$ cat src/rtl/shift_issue_stage.sv
// Issue stage in front of the 32-bit shifter: decodes the six MIPS shift functs,
// forms {a, b, op, rd} and buffers them in a two-entry queue; other instructions are dropped.
module shift_issue_stage #(
  parameter int DEPTH = 2,
  parameter int CNT_W = 8
) (
  input  logic             clk,
  input  logic             rst,
  input  logic             in_valid,
  output logic             in_ready,
  input  logic [31:0]      in_instr,
  input  logic [31:0]      in_rs_val,
  input  logic [31:0]      in_rt_val,
  input  logic             flush,
  output logic             out_valid,
  input  logic             out_ready,
  output logic [31:0]      out_a,
  output logic [31:0]      out_b,
  output logic [1:0]       out_op,
  output logic [4:0]       out_rd,
  output logic [CNT_W-1:0] drop_cnt,
  output logic [1:0]       dbg_state
);

  // The state encoding doubles as the queue occupancy.
  localparam logic [1:0] FULL_CNT = 2'(DEPTH);

  typedef enum logic [1:0] {
    EMPTY = 2'd0,
    ONE   = 2'd1,
    FULL  = FULL_CNT
  } state_t;

  typedef struct packed {
    logic [31:0] a;
    logic [4:0]  amt;
    logic [1:0]  op;
    logic [4:0]  rd;
  } entry_t;

  state_t           r_state;
  state_t           w_next;
  entry_t           r_head;
  entry_t           r_tail;
  entry_t           w_new;
  logic [CNT_W-1:0] r_drop;
  logic             w_legal;
  logic [4:0]       w_amt;
  logic [1:0]       w_op;
  logic             w_acc;
  logic             w_push;
  logic             w_pop;
  logic             w_unused;

  assign w_unused = ^{in_rs_val[31:5], in_instr[25:16]};

  always_comb begin
    w_legal = 1'b0;
    w_amt   = in_instr[10:6];
    w_op    = 2'b00;
    if (in_instr[31:26] == 6'd0) begin
      case (in_instr[5:0])
        6'b000000: w_legal = 1'b1;
        6'b000010: begin w_legal = 1'b1; w_op = 2'b01; end
        6'b000011: begin w_legal = 1'b1; w_op = 2'b11; end
        6'b000100: begin w_legal = 1'b1; w_amt = in_rs_val[4:0]; end
        6'b000110: begin w_legal = 1'b1; w_amt = in_rs_val[4:0]; w_op = 2'b01; end
        6'b000111: begin w_legal = 1'b1; w_amt = in_rs_val[4:0]; w_op = 2'b11; end
        default:   w_legal = 1'b0;
      endcase
    end
  end

  // Handshake: a transfer happens on an edge where valid && ready are both high;
  // in_ready depends on queue state only, and flush cancels both transfers.
  assign w_acc  = in_valid && in_ready && !flush;
  assign w_push = w_acc && w_legal;
  assign w_pop  = out_valid && out_ready && !flush;
  assign w_new  = '{a: in_rt_val, amt: w_amt, op: w_op, rd: in_instr[15:11]};

  always_ff @(posedge clk or posedge rst) begin
    if (rst) r_state <= EMPTY;
    else     r_state <= w_next;
  end

  always_comb begin
    w_next = r_state;
    if (flush) begin
      w_next = EMPTY;
    end else begin
      case (r_state)
        EMPTY:   if (w_push) w_next = ONE;
        ONE: begin
          if (w_push && !w_pop)      w_next = FULL;
          else if (w_pop && !w_push) w_next = EMPTY;
        end
        FULL:    if (w_pop) w_next = ONE;
        default: w_next = EMPTY;
      endcase
    end
  end

  // Vacated slots are zeroed so the head reads as all-zero whenever the queue is empty.
  always_ff @(posedge clk or posedge rst) begin
    if (rst) begin
      r_head <= '0;
      r_tail <= '0;
    end else if (flush) begin
      r_head <= '0;
      r_tail <= '0;
    end else begin
      case (r_state)
        EMPTY: if (w_push) r_head <= w_new;
        ONE: begin
          if (w_push && w_pop) r_head <= w_new;
          else if (w_push)     r_tail <= w_new;
          else if (w_pop)      r_head <= '0;
        end
        FULL: begin
          if (w_pop) begin
            r_head <= r_tail;
            r_tail <= '0;
          end
        end
        default: begin
          r_head <= '0;
          r_tail <= '0;
        end
      endcase
    end
  end

  always_ff @(posedge clk or posedge rst) begin
    if (rst)                                   r_drop <= '0;
    else if (w_acc && !w_legal && r_drop != '1) r_drop <= r_drop + 1'b1;
  end

  assign in_ready  = (r_state != FULL);
  assign out_valid = (r_state != EMPTY);
  assign out_a     = r_head.a;
  assign out_b     = {21'b0, r_head.amt, 6'b0};
  assign out_op    = r_head.op;
  assign out_rd    = r_head.rd;
  assign drop_cnt  = r_drop;
  assign dbg_state = r_state;

endmodule
$ cat config.mk
export PLATFORM = sky130hd
export DESIGN_NAME = shift_issue_stage
export DESIGN_NICKNAME = d
export VERILOG_FILES = /design/src/rtl/shift_issue_stage.sv
export SDC_FILE = /design/constraint.sdc
export NUM_CORES = 1
export LEC_CHECK = 0
export BUFFER_PORTS_ARGS = -buffer_cell sky130_fd_sc_hd__clkbuf_2
export CORE_MARGIN = 2
export CORE_UTILIZATION = 42
export DETAILED_ROUTE_END_ITERATION = 8
export PLACE_DENSITY = 0.7
export SLEW_MARGIN = 20
export SYNTH_ARGS = -nofsm -noshare
export SYNTH_HDL_FRONTEND = slang
export SYNTH_SLANG_ARGS = --single-unit
$ cat constraint.sdc
create_clock -name clk -period 3.9 [get_ports clk]
set_clock_uncertainty 0.1 [all_clocks]
set_input_delay 0.39 -clock clk [delete_from_list [all_inputs] [get_ports clk]]
set_output_delay 0.39 -clock clk [all_outputs]
set_load 0.1 [all_outputs]
==> tab_implementation.tex <==
\begin{tabular}{lr}
\hline
Metric & Value \\
\hline
\multicolumn{2}{l}{\textbf{Run status}} \\
\quad Status & complete, no violations \\
\multicolumn{2}{l}{\textbf{Power and ir drop}} \\
\quad Worst-case vdd ir drop & 0.968 mV \\
\quad Leakage Power & 2.95 nW \\
\quad Total power per unit cell area & 411 nW/µm² \\
\multicolumn{2}{l}{\textbf{Setup path}} \\
\quad Launch instance of the worst register-to-register path & dbg\_state[0]\$\_DFFE\_PP0P\_ \\
\quad Element type at the critical path start & primary input \\
\quad Delay of the slowest cell on the worst path & 0.65 ns \\
\quad Critical path endpoint & out\_b[9]\$\_DFFE\_PP0P\_ \\
\quad Length in cells of the worst reg-to-reg path & 5 \\
\quad Type of the worst setup path & primary input to flop \\
\quad Arrival time at the worst endpoint & 2.74 ns \\
\quad Origin of the worst setup path & in\_instr[27] \\
\quad Cells along the critical path & clkbuf\_2, nor4\_1, and4bb\_1, nand2\_4, a21o\_2, a221o\_1 \\
\quad CP Capture Type & flop \\
\quad Critical R2R Capture & r\_tail[40]\$\_DFFE\_PP0P\_ \\
\quad Worst-path maximum fanout & 44 \\
\quad CP required & 4.03 ns \\
\quad Slowest library cell on the worst path & sky130\_fd\_sc\_hd\_\_and4bb\_1 \\
\quad Minimum setup slack among reg-to-reg paths & 1.53 ns \\
\multicolumn{2}{l}{\textbf{Clocking}} \\
\quad CTS clk-pin slew, worst paths & 0.10 ns \\
\quad Setup bufs post-CTS & 0 \\
\quad Number of gates resized after cts & 0 \\
\quad Number of H-tree branching levels & 3 \\
\quad Clock buffer count from CTS & 9 \\
\quad Clock tree buffer depth & 2 \\
\quad Clock latency on the worst-skew pair & 0.36 ns \\
\quad Number of hold buffers added after CTS & 0 \\
\quad Cell at the root of the clock tree & sky130\_fd\_sc\_hd\_\_clkbuf\_8 \\
\quad Clock Sinks & 98 \\
\quad TritonCTS clock tree & built \\
\multicolumn{2}{l}{\textbf{Global routing}} \\
\quad Largest net degree at the start of global routing & 70 \\
\quad Via count of the first global-routing pass & 3435 \\
\quad Overall Global Routing Usage & 17.8\% \\
\quad Wire length of the first global-routing pass & 16.4 mm \\
\quad Antenna violations before repair & 0 \\
\quad Overflow after GRT & 0 \\
\multicolumn{2}{l}{\textbf{Floorplanning}} \\
\quad Die area & 11600 µm² \\
\quad \# rows & 37 \\
\quad Chip height & 108 µm \\
\quad Floorplan core area & 10400 µm² \\
\quad Initial standard-cell utilization of the core & 43.5\% \\
\quad Width of the die & 108 µm \\
\quad IO Count & 184 \\
\multicolumn{2}{l}{\textbf{Synth}} \\
\quad Gate count of the mapped netlist & 443 \\
\quad Yosys synthesis warning count & 0 \\
\quad Portion of the post-synthesis area used by sequential elements & 54.1\% \\
\quad Synth area leader & sky130\_fd\_sc\_hd\_\_dfrtp\_1 \\
\quad Netlist area before placement & 4530 µm² \\
\quad Synth unique cells & 40 \\
\quad Post-Synthesis Mean Instance Area & 10.2 µm² \\
\quad Register bit count reported by yosys & 98 \\
\quad Largest cells by area after synthesis & sky130\_fd\_sc\_hd\_\_dfrtp\_1 (54\%), sky130\_fd\_sc\_hd\_\_a22o\_1 (7.3\%), sky130\_fd\_sc\_hd\_\_nand2\_1 (7.0\%) \\
\quad Fraction of synthesized cell area taken by the top area cell type & 54.1\% \\
\multicolumn{2}{l}{\textbf{Cells and area}} \\
\quad Ratio of cells with drive above 1 in the final layout & 27.2\% \\
\quad Most frequent standard cell in the layout excluding fill and tap cells & sky130\_fd\_sc\_hd\_\_clkbuf\_2 \\
\quad Most frequent cells in the layout & sky130\_fd\_sc\_hd\_\_clkbuf\_2 (119), sky130\_fd\_sc\_hd\_\_dfrtp\_1 (98), sky130\_fd\_sc\_hd\_\_nand2\_1 (84) \\
\quad Layout Utilization & 50.8\% \\
\quad Final Net Count & 649 \\
\quad Layout Cell Area excl Fill & 5290 µm² \\
\quad Area growth syn-to-layout & 16.7\% \\
\quad Ant. Diodes & 0 \\
\multicolumn{2}{l}{\textbf{Place}} \\
\quad Detailed-placement wirelength estimate & 6.51 mm \\
\quad Placer congestion estimate & 0.817 \\
\quad Port-buffer cells & 119 \\
\quad Post-detailed-placement cell area & 5110 µm² \\
\quad Post-Place Setup Slack & 0.917 ns \\
\multicolumn{2}{l}{\textbf{Detailed routing}} \\
\quad Per-cell via count in the routed design & 5.22 \\
\quad DRC viols & 0 \\
\quad Remaining antenna violation count after routing & 0 \\
\quad DR pass1 iterations & 4 \\
\quad WL final & 9.90 mm \\
\quad Via total after detailed routing & 3590 \\
\quad Post-detailed-route wirelength per cell & 14.4 µm \\
\quad First DRT Iteration DRCs & 132 \\
\multicolumn{2}{l}{\textbf{Timing}} \\
\quad Total negative setup slack & 0 ns \\
\quad Count of endpoints failing hold in the final timing report & 0 \\
\quad Fmax & 383 MHz \\
\quad Rel. slew slack & 40.9\% \\
\quad Period utilization & 66.9\% \\
\quad Unrepaired setup endpoints after global routing & false \\
\quad Max Transition Viols Final & 0 \\
\quad Final setup margin & 1.29 ns \\
\quad Worst-case hold slack & 0.0788 ns \\
\quad Worst-Margin Slew & 0.887 ns \\
\quad Final number of setup-violating endpoints & 0 \\
\quad Min Clock Period, post-route & 2.61 ns \\
\multicolumn{2}{l}{\textbf{Worst hold path}} \\
\quad Worst hold path type & primary input to asynchronous set/reset pin \\
\multicolumn{2}{l}{\textbf{Run}} \\
\quad Maxcap violations & 0 \\
\hline
\end{tabular}
area by class of cell:
| type | instances | area [µm²] |
|---|---|---|
| Clock buffer | 9 | 124 |
| Clock inverter | 7 | 51.3 |
| Fill cell | 991 | 5130 |
| Inverter | 2 | 10.0 |
| Multi-Input combinational cell | 312 | 1850 |
| Sequential cell | 98 | 2450 |
| Tap cell | 136 | 170 |
| Timing Repair Buffer | 124 | 633 |
worst min-delay path by stage:
stage / startpoint / endpoint / slack, ns / depth (start not counted)
4_1_cts: rst / out_a[0]$_DFFE_PP0P_ / 0.11 / 2
3_3_place_gp: out_a[29]$_DFFE_PP0P_ / out_a[29]$_DFFE_PP0P_ / 0.36 / 1
6_report: rst / out_a[0]$_DFFE_PP0P_ / 0.08 / 2
3_5_place_dp: out_a[13]$_DFFE_PP0P_ / out_a[13]$_DFFE_PP0P_ / 0.36 / 1
2_1_floorplan: r_tail[6]$_DFFE_PP0P_ / r_tail[6]$_DFFE_PP0P_ / 0.34 / 2
5_1_grt: in_rt_val[20] / r_tail[32]$_DFFE_PP0P_ / 0.15 / 3
routing by layer:
| metal | wire [µm] | vias up | track usage (%) |
|---|---|---|---|
| met5 | 0 | - | 0 |
| met4 | 114 | 0 | 5.31 |
| met2 | 4790 | 118 | 29.0 |
| li1 | - | 1707 | - |
| met3 | 507 | 10 | 4.06 |
| met1 | 4480 | 1755 | 23.8 |
kinds of logic after synthesis:
logic type,Yosys count,share of synthesized area (%)
AOI/OAI and AO/OA,143,22.0
xor gates and xnor gates,8,1.55
adders and majority gates,1,0.276
buffers and inverters,59,7.73
DFF,98,54.1
muxes,2,0.497
other,1,0.0828
and+or+nand+nor,131,13.7
state kept, by name, indices dropped and copies added, names as in the netlist:
register,cells
out_b,5
out_a,32
dbg_state,2
out_op,2
r_tail,44
drop_cnt,8
out_rd,5
worst max-delay path, delay by kind of cell:
family	cells	cell delay (ns)
simple gates	3	1.30
compound gates	2	0.97
buf+inv	1	0.08
through the flow:
step | total power, mW | cells
floorplan | 1.51 | 469
global placement | 1.59 | 672
detailed placement | 1.60 | 672
CTS | 2.20 | 688
global route | 2.26 | 688
finish | 2.17 | 688
cell usage after synthesis (all sizes together):
cell type	instances
a21o	40
nor2b	1
buf	34
nand4bb	1
nand2	85
o31ai	2
a221o	5
inv	2
clkbuf	23
a211o	1
nor2	4
or4	1
a22o	38
o21ai	49
nand3	9
a21oi	6
nor3	4
xnor2	6
and4bb	1
mux2	2
dfrtp	98
and3	4
xor2	2
a31oi	1
nand3b	1
or2	1
nand2b	3
conb	1
nand4	4
nand4b	1
a211oi	1
nor4	1
nor3b	1
and4	3
ha	1
and2	6
where the power goes:
part	switching (mW)	internal [mW]	total (mW)
Sequential	0.0423	1.04	1.09
Combinational	0.413	0.0748	0.487
Clock	0.361	0.237	0.598
Power figures use the tool's default switching activity.
